--- config.mk ---
export PLATFORM = sky130hd
export DESIGN_NAME = processor_control
export DESIGN_NICKNAME = d
export VERILOG_FILES = /design/src/rtl/processor_pkg.sv /design/src/rtl/processor_control_decode.sv /design/src/rtl/processor_control.sv
export SDC_FILE = /design/constraint.sdc
export NUM_CORES = 1
export LEC_CHECK = 0
export CAP_MARGIN = 20
export CELL_PAD_IN_SITES_DETAIL_PLACEMENT = 0
export CELL_PAD_IN_SITES_GLOBAL_PLACEMENT = 2
export CORE_UTILIZATION = 30
export DETAILED_ROUTE_END_ITERATION = 8
export PLACE_DENSITY_LB_ADDON = 0.1
export RECOVER_POWER = 50
export SETUP_SLACK_MARGIN = 0.1
export SYNTH_ARGS = -nofsm -noshare
export SYNTH_HDL_FRONTEND = slang
export SYNTH_SLANG_ARGS = --single-unit
--- constraint.sdc ---
create_clock -name clock -period 2.5 [get_ports clock]
set_clock_uncertainty 0.2 [all_clocks]
set_input_delay 0.25 -clock clock [delete_from_list [all_inputs] [get_ports clock]]
set_output_delay 0.25 -clock clock [all_outputs]
set_load 0.02 [all_outputs]
--- src/rtl/processor_pkg.sv ---
// Shared definitions for the 16-bit processor: opcodes, ALU codes, FSM states
// and instruction field positions. Used by the controller, the ALU and benches.
package processor_pkg;

    localparam logic [2:0] OP_MV  = 3'b000;
    localparam logic [2:0] OP_MVI = 3'b001;
    localparam logic [2:0] OP_ADD = 3'b010;
    localparam logic [2:0] OP_SUB = 3'b011;
    localparam logic [2:0] OP_AND = 3'b100;

    localparam logic [1:0] ALU_ADD = 2'b00;
    localparam logic [1:0] ALU_SUB = 2'b01;
    localparam logic [1:0] ALU_AND = 2'b10;

    localparam int OPC_MSB = 15;
    localparam int OPC_LSB = 13;
    localparam int RX_MSB  = 12;
    localparam int RX_LSB  = 10;
    localparam int RY_MSB  = 9;
    localparam int RY_LSB  = 7;

    typedef enum logic [2:0] {
        S_FETCH = 3'd0,
        S_IMM   = 3'd1,
        S_T1    = 3'd2,
        S_T2    = 3'd3,
        S_T3    = 3'd4
    } state_t;

    function automatic logic is_alu(input logic [2:0] op);
        return (op == OP_ADD) || (op == OP_SUB) || (op == OP_AND);
    endfunction

    function automatic logic is_illegal(input logic [2:0] op);
        return (op != OP_MV) && (op != OP_MVI) && !is_alu(op);
    endfunction

    function automatic logic [1:0] alu_of(input logic [2:0] op);
        case (op)
            OP_SUB:  return ALU_SUB;
            OP_AND:  return ALU_AND;
            default: return ALU_ADD;
        endcase
    endfunction

endpackage

--- src/rtl/processor_control_decode.sv ---
// Combinational map from {state, instruction fields} to the datapath mux
// selects and the register/ALU enables.
module processor_control_decode
    import processor_pkg::*;
#(
    parameter int NREGS = 8
) (
    input  state_t           state,
    input  logic [2:0]       op,
    input  logic [2:0]       rx,
    input  logic [2:0]       ry,
    output logic             inReady,
    output logic [2:0]       regSelect,
    output logic             regRSelect,
    output logic             immSelect,
    output logic [NREGS-1:0] regWrite,
    output logic             aLoad,
    output logic             rLoad,
    output logic [1:0]       aluOp,
    output logic             done
);

    always_comb begin
        inReady    = 1'b0;
        regSelect  = 3'd0;
        regRSelect = 1'b0;
        immSelect  = 1'b0;
        regWrite   = '0;
        aLoad      = 1'b0;
        rLoad      = 1'b0;
        aluOp      = ALU_ADD;
        done       = 1'b0;
        case (state)
            S_FETCH, S_IMM: inReady = 1'b1;
            S_T1: begin
                if (op == OP_MV) begin
                    regSelect    = ry;
                    regWrite[rx] = 1'b1;
                    done         = 1'b1;
                end else if (is_alu(op)) begin
                    regSelect = rx;
                    aLoad     = 1'b1;
                end else begin
                    // illegal opcode completes as a done-only no-op
                    done = 1'b1;
                end
            end
            S_T2: begin
                if (op == OP_MVI) begin
                    immSelect    = 1'b1;
                    regWrite[rx] = 1'b1;
                    done         = 1'b1;
                end else begin
                    regSelect = ry;
                    rLoad     = 1'b1;
                    aluOp     = alu_of(op);
                end
            end
            S_T3: begin
                regRSelect   = 1'b1;
                regWrite[rx] = 1'b1;
                done         = 1'b1;
            end
            default: ;
        endcase
    end

endmodule

--- src/rtl/processor_control.sv ---
// Multi-cycle control FSM for the 16-bit processor.
// Optional sticky illegalOp flag enabled by PROCESSOR_CONTROL_ILLEGAL_OP_EN.
//
//   state   | meaning
//   FETCH   | wait for and latch an instruction word
//   IMM     | mvi: wait for and latch the immediate word
//   T1      | mv/illegal: finish; alu ops: load A from rx
//   T2      | mvi: write imm to rx; alu ops: run ALU on ry into R
//   T3      | alu ops: write R to rx
module processor_control
    import processor_pkg::*;
#(
    parameter int DATA_W = 16,
    parameter int NREGS  = 8
) (
    input  logic              clock,
    input  logic              reset,
    input  logic [DATA_W-1:0] inData,
    input  logic              inValid,
    output logic              inReady,
    output logic [2:0]        regSelect,
    output logic              regRSelect,
    output logic              immSelect,
    output logic [DATA_W-1:0] imm,
    output logic [NREGS-1:0]  regWrite,
    output logic              aLoad,
    output logic              rLoad,
    output logic [1:0]        aluOp,
`ifdef PROCESSOR_CONTROL_ILLEGAL_OP_EN
    output logic              illegalOp,
`endif
    output logic              done
);

    state_t     state;
    // only the opcode and register fields of IR are ever decoded
    logic [2:0] ir_op;
    logic [2:0] ir_rx;
    logic [2:0] ir_ry;

    always_ff @(posedge clock or posedge reset) begin
        if (reset) begin
            state <= S_FETCH;
            ir_op <= 3'd0;
            ir_rx <= 3'd0;
            ir_ry <= 3'd0;
            imm   <= '0;
        end else begin
            case (state)
                S_FETCH: begin
                    if (inValid) begin
                        ir_op <= inData[OPC_MSB:OPC_LSB];
                        ir_rx <= inData[RX_MSB:RX_LSB];
                        ir_ry <= inData[RY_MSB:RY_LSB];
                        state <= (inData[OPC_MSB:OPC_LSB] == OP_MVI) ? S_IMM : S_T1;
                    end
                end
                S_IMM: begin
                    if (inValid) begin
                        imm   <= inData;
                        state <= S_T2;
                    end
                end
                S_T1:    state <= is_alu(ir_op) ? S_T2 : S_FETCH;
                S_T2:    state <= (ir_op == OP_MVI) ? S_FETCH : S_T3;
                S_T3:    state <= S_FETCH;
                default: state <= S_FETCH;
            endcase
        end
    end

`ifdef PROCESSOR_CONTROL_ILLEGAL_OP_EN
    always_ff @(posedge clock or posedge reset) begin
        if (reset)
            illegalOp <= 1'b0;
        else if (state == S_T1 && is_illegal(ir_op))
            illegalOp <= 1'b1;
    end
`endif

    processor_control_decode #(
        .NREGS (NREGS)
    ) u_decode (
        .state      (state),
        .op         (ir_op),
        .rx         (ir_rx),
        .ry         (ir_ry),
        .inReady    (inReady),
        .regSelect  (regSelect),
        .regRSelect (regRSelect),
        .immSelect  (immSelect),
        .regWrite   (regWrite),
        .aLoad      (aLoad),
        .rLoad      (rLoad),
        .aluOp      (aluOp),
        .done       (done)
    );

endmodule

==> flow_summary.ini, run 1 <==
[run_status]
status = finished with violations
violations = DRC

[drt]
vias_per_cell = 4.92
drt_iter0_drc = 36
wl_um = 3100
wl_per_cell_um = 14.4
vias = 1057
dr.pass1.iters = 6
drc = 6
ant_nets = 0

[floorplanning]
io_pins = 54
num_rows = 24
die_area_um2 = 5000
die_x_um = 70.7
core_um2 = 4440
die_h_um = 70.7
start_util_pct = 31.9

[global_routing]
overflow = 0
grt_pass1_vias = 1055
grt_use_total_pct = 13.4
grt_antenna_before_repair = 0
grt_max_degree = 29
grt_pass1_wl_um = 5210

[clocking]
clockBufferDepth = 2
tritoncts = built
numCtsBuffers = 3
path_clk_slew_ps = 100
clock-sinks = 28
worstSkewPairLatency_ps = 280
ctsHtreeMaxLevel = 1
cts_hold_buf = 0
root_buffer = clkbuf_8

[setup_path]
critPathLaunchType = flip-flop
reg2regPathDepth = 4
endpoint_kind = output pin
critPathMaxFanout = 6
crit_required_ps = 2050
cp_slowest_cell = dfrtp_2
max_stage_delay_ps = 470
crit_type = flip-flop to output pin
crit_chain = nand2b_1 > nor4b_4 > buf_4 > a22o_1 > clkdlybuf4s15_1
arrival_ps = 1900

[hold_path]
min_path_cells = 1
hp-class = flip-flop to flip-flop

[synthesis]
yosysWarningCount = 0
synth_area_leader_cell = dfrtp_1
synth_nets = 124
postSynth.asyncResetShare_pct = 100
synth_edf_count = 0
synthTopCellsByArea = dfrtp_1 49%, mux2_2 12%, mux2_4 11%
synthTopCellsByCount = 28 x dfrtp_1, 15 x mux2_2, 10 x mux2_4
yosysMostFrequentCell = dfrtp_1
ys_seq_area_share_pct = 49.5
yosysTopAreaCellShare_pct = 49.5
synth_cell_type_count = 31
ys_ff_latch = 28
avgSynthCellArea_um2 = 13.5
syn_area_um2 = 1420
syn_inst = 105
ys.flop_type = dfrtp_1

[timing]
min_period_over_period_pct = 94.1
hold_viol = 0
whs_ps = 307
slew_viol_final = 0
slew_headroom_pct = 2.88
setup_slack_ps = 149
fin_crit_ps = 2350
tightest_slew_ps = 1460
max_freq_ghz = 0.425
setup_viol = 0
rsz0062_at_grt = yes

[power]
leakage_nw = 0.950
powerDensity_nw_per_um2 = 1280
ir_worst_vdd_uv = 471
finalPower_mw = 2.67

[final_layout]
multiInputGateArea_um2 = 678
drive_above_1_share_pct = 31.9
utilization_pct = 47.0
num_antenna_cells = 0
instances_no_fill = 215
nets = 183
register_area_um2 = 703
fillers = 409
synthToLayoutAreaGrowth_pct = 47.3

[place]
hpwl_um = 2360
dp_slack_ps = 82.7
place.gp.congestion = 0.730
port_buffers = 53
post-place-cells = 210

[run]
maxCapViolations = 0
## power by group
part / leakage [nW] / total [mW] / switching (mW) / internal [mW]
logic: 0.582 / 1.42 / 0.661 / 0.763
clock network: 0.0357 / 0.356 / 0.142 / 0.215
registers: 0.332 / 0.889 / 0.207 / 0.682
## cells by family after synthesis
kind of cell,count (synthesis),share of synthesized area (%)
AO/OA/AOI/OAI,11,5.39
XOR/XNOR,1,0.618
buffers and inverters,8,4.33
flip-flops,28,49.5
multiplexers,25,22.5
AND/OR/NAND/NOR,32,17.7
## cell usage in the layout, fill, tap and decap left out, types with 2 or more instances in the layout
cell type / instances
nand2_1: 3
nor4b_4: 2
clkdlybuf4s50_1: 23
clkbuf_2: 4
mux2_4: 10
clkbuf_1: 2
nor2_1: 3
mux2_2: 15
a21oi_1: 2
a22o_1: 3
dlygate4sd3_1: 15
buf_4: 6
nor4bb_1: 2
dfrtp_2: 2
clkbuf_8: 3
nand2b_1: 2
dlymetal6s2s_1: 4
dfrtp_1: 26
nor3_1: 3
nor3b_1: 2
nor2_2: 2
o21ai_0: 2
nor4b_1: 5
dlygate4sd2_1: 6
## metrics by stage
step / TNS, ps / cell area, um2
finish: 0 / 2090
global route: 0 / 2090
CTS: -178 / 2090
detailed placement: 0 / 2010
global placement: 0 / 2010
floorplan: 0 / 1420
## critical path, delay by kind of cell (launching register included)
family	cells	cell delay, ps
simple gates	2	540
buf+inv	2	480
flops	1	470
compound gates	1	130
## cell type report
type	instances	share of cell area, %
sequential	28	33.7
multi-input combinational	69	32.5
timing repair buffer	61	27.1
tap	52	3.12
clock buffer	3	1.98
clock inverter	1	1.44
inverter	1	0.180
## sequential cells by signal (all words and copies together) (netlist names)
| name | flops |
|---|---|
| imm | 16 |
| ir_op | 3 |
| ir_rx | 3 |
| ir_ry | 3 |
| state | 3 |
## worst paths after layout
kind	endpoint	start	slack (ps)
min in group asynchronous	state[1]$_DFFE_PP0P_	reset	700
max	regSelect[2]	state[2]$_DFFE_PP0P_	150
min reg2reg	imm[11]$_DFFE_PP0P_	imm[11]$_DFFE_PP0P_	310
max in group asynchronous	state[2]$_DFFE_PP0P_	reset	450
max reg2reg	ir_ry[2]$_DFFE_PP0P_	state[0]$_DFFE_PP0P_	490
min	imm[11]$_DFFE_PP0P_	imm[11]$_DFFE_PP0P_	310
## metal layers
metal	global-route usage [%]	wire, um	up-vias	part of all wire, %
li1	-	-	500	-
met2	20.9	1470	39	48
met3	2.56	166	5	5.3
met1	18.6	1420	513	46
met5	0	0	-	0
met4	4.67	42	0	1.4
## repair_timing
| item | in CTS | in global routing |
|---|---|---|
| endpoints found under the setup margin | 14 | 12 |
| gates cloned | 0 | 0 |
| buffers inserted | 1 | 0 |
| gates resized for setup | 15 | 20 |
| pin swaps | 1 | 0 |
No activity file was read; power rests on OpenSTA's default activity.
==> run 2: changes to the inputs <==
--- a/config.mk
+++ b/config.mk
@@ -13,6 +13,7 @@
 export PLACE_DENSITY_LB_ADDON = 0.1
 export RECOVER_POWER = 50
 export SETUP_SLACK_MARGIN = 0.1
+export SKIP_LAST_GASP = 1
 export SYNTH_ARGS = -nofsm -noshare
 export SYNTH_HDL_FRONTEND = slang
 export SYNTH_SLANG_ARGS = --single-unit
==> flow_summary.ini, run 2 (synthesis results as in run 1) <==
[run_status]
status = finished with violations
violations = DRC

[drt]
dr.pass1.iters = 6
wl_per_cell_um = 14.4
vias = 1056
drc = 6
wl_um = 3100
ant_nets = 0
drt_iter0_drc = 39
vias_per_cell = 4.91

[setup_path]
arrival_ps = 1910
cp_slowest_cell = dfrtp_2
timing.rr.start = state[0]$_DFFE_PP0P_
crit_required_ps = 2050
max_stage_delay_ps = 470
r2r_end = ir_ry[2]$_DFFE_PP0P_
crit_type = flip-flop to output pin
rrSetupSlack_ps = 490
critPathTopFamily = simple AND/OR/NAND/NOR gates
critPathMaxFanout = 6
reg2regPathDepth = 4
endpoint_kind = output pin
critPathLaunchType = flip-flop
critPathBufInv = 2
crit_chain = nand2b_1 > nor4b_4 > buf_4 > a22o_1 > clkdlybuf4s15_1

[global_routing]
grt_antenna_before_repair = 0
grt_use_total_pct = 13.4
grt_max_degree = 29
grt_pass1_wl_um = 5210
overflow = 0
grt_pass1_vias = 1055

[clocking]
worstSkewPairLatency_ps = 280
tritoncts = built
path_clk_slew_ps = 100
ctsHtreeMaxLevel = 1
root_buffer = clkbuf_8
clock-sinks = 28
numCtsBuffers = 3
clockBufferDepth = 2

[hold_path]
hold_end = imm[11]$_DFFE_PP0P_
worstHoldStart = imm[11]$_DFFE_PP0P_
hp-class = flip-flop to flip-flop
min_path_cells = 1

[timing]
setup_viol = 0
fin_setup_tns_ps = 0
max_freq_ghz = 0.425
min_period_over_period_pct = 94.2
setup_slack_ps = 144
slew_headroom_pct = 2.86
slew_viol_final = 0
fin_crit_ps = 2360
hold_viol = 0
tightest_slew_ps = 1460
rsz0062_at_grt = no

[floorplanning]
die_area_um2 = 5000
core_um2 = 4440
io_pins = 54
num_rows = 24
die_h_um = 70.7
die_x_um = 70.7
start_util_pct = 31.9

[final_layout]
drive_above_1_share_pct = 32.5
fillers = 405
instances_no_fill = 215
num_antenna_cells = 0
final_common_cell = dfrtp_1
largest_register_ffs = 16
top_register = imm
mostFrequentLayoutCells = 26 x dfrtp_1, 24 x clkdlybuf4s50_1, 15 x mux2_2
synthToLayoutAreaGrowth_pct = 48.2
nets = 183
utilization_pct = 47.2

[place]
hpwl_um = 2360
dp_slack_ps = 82.7
place.gp.congestion = 0.730
port_buffers = 53
post-place-cells = 210

[power]
finalPower_mw = 2.68
ir_worst_vdd_uv = 472
leakage_nw = 0.979
powerDensity_nw_per_um2 = 1280

[run]
maxCapViolations = 0
==> run 2: cell types whose count changed in the layout (fill, tap and decap cells not counted), sizes merged <==
cell / previous run / this run
dlymetal6s2s: 4 / 6
dlygate4sd3: 15 / 14
dlygate4sd2: 6 / 4
clkdlybuf4s50: 23 / 24
==> run 2: how the worst max path moves through the flow <==
| stage | from | end | slack [ps] | depth (start not counted) |
|---|---|---|---|---|
| 2_1_floorplan | state[0]$_DFFE_PP0P_ | regWrite[1] | 140 | 4 |
| 3_3_place_gp | state[2]$_DFFE_PP0P_ | regSelect[2] | 90 | 4 |
| 3_5_place_dp | ir_op[1]$_DFFE_PP0P_ | regWrite[4] | 80 | 4 |
| 4_1_cts | state[2]$_DFFE_PP0P_ | regWrite[4] | -150 | 4 |
| 5_1_grt | state[2]$_DFFE_PP0P_ | regSelect[2] | 70 | 5 |
| 6_report | state[2]$_DFFE_PP0P_ | regSelect[2] | 140 | 5 |
==> run 2: what timing repair did <==
action | in CTS | in global routing
buffers inserted | 1 | 0
hold buffers | 0 | 0
endpoints found under the setup margin | 14 | 13
resized for setup | 13 | 22
pin swaps | 1 | 0
==> run 2: area by class of cell <==
cell class	count	area, um2	area share (%)
Sequential cell	28	703	33.5
Multi-Input combinational cell	69	683	32.5
Timing Repair Buffer	61	573	27.3
Tap cell	52	65.1	3.10
Clock buffer	3	41.3	1.97
Clock inverter	1	30.0	1.43
Inverter	1	3.75	0.179
==> run 2: routing by layer <==
layer	track usage, %	vias to the layer above	wire length, um
li1	-	500	-
met4	4.67	0	42
met5	0	-	0
met1	18.6	513	1420
met3	2.56	5	165
met2	20.9	38	1480
==> run 2: power by group <==
group          total, mW  leakage [nW]  switching [mW]  internal, mW
sequential         0.890         0.332           0.208         0.682
clock              0.356        0.0357           0.142         0.215
combinational       1.43         0.611           0.664         0.767
==> run 2: stage by stage <==
step	instance area [um2]	hold slack, ps
final	2100	307
after CTS	2090	141
after global routing	2100	330
after floorplan	1420	115
after detailed placement	2010	295
after global placement	2010	290
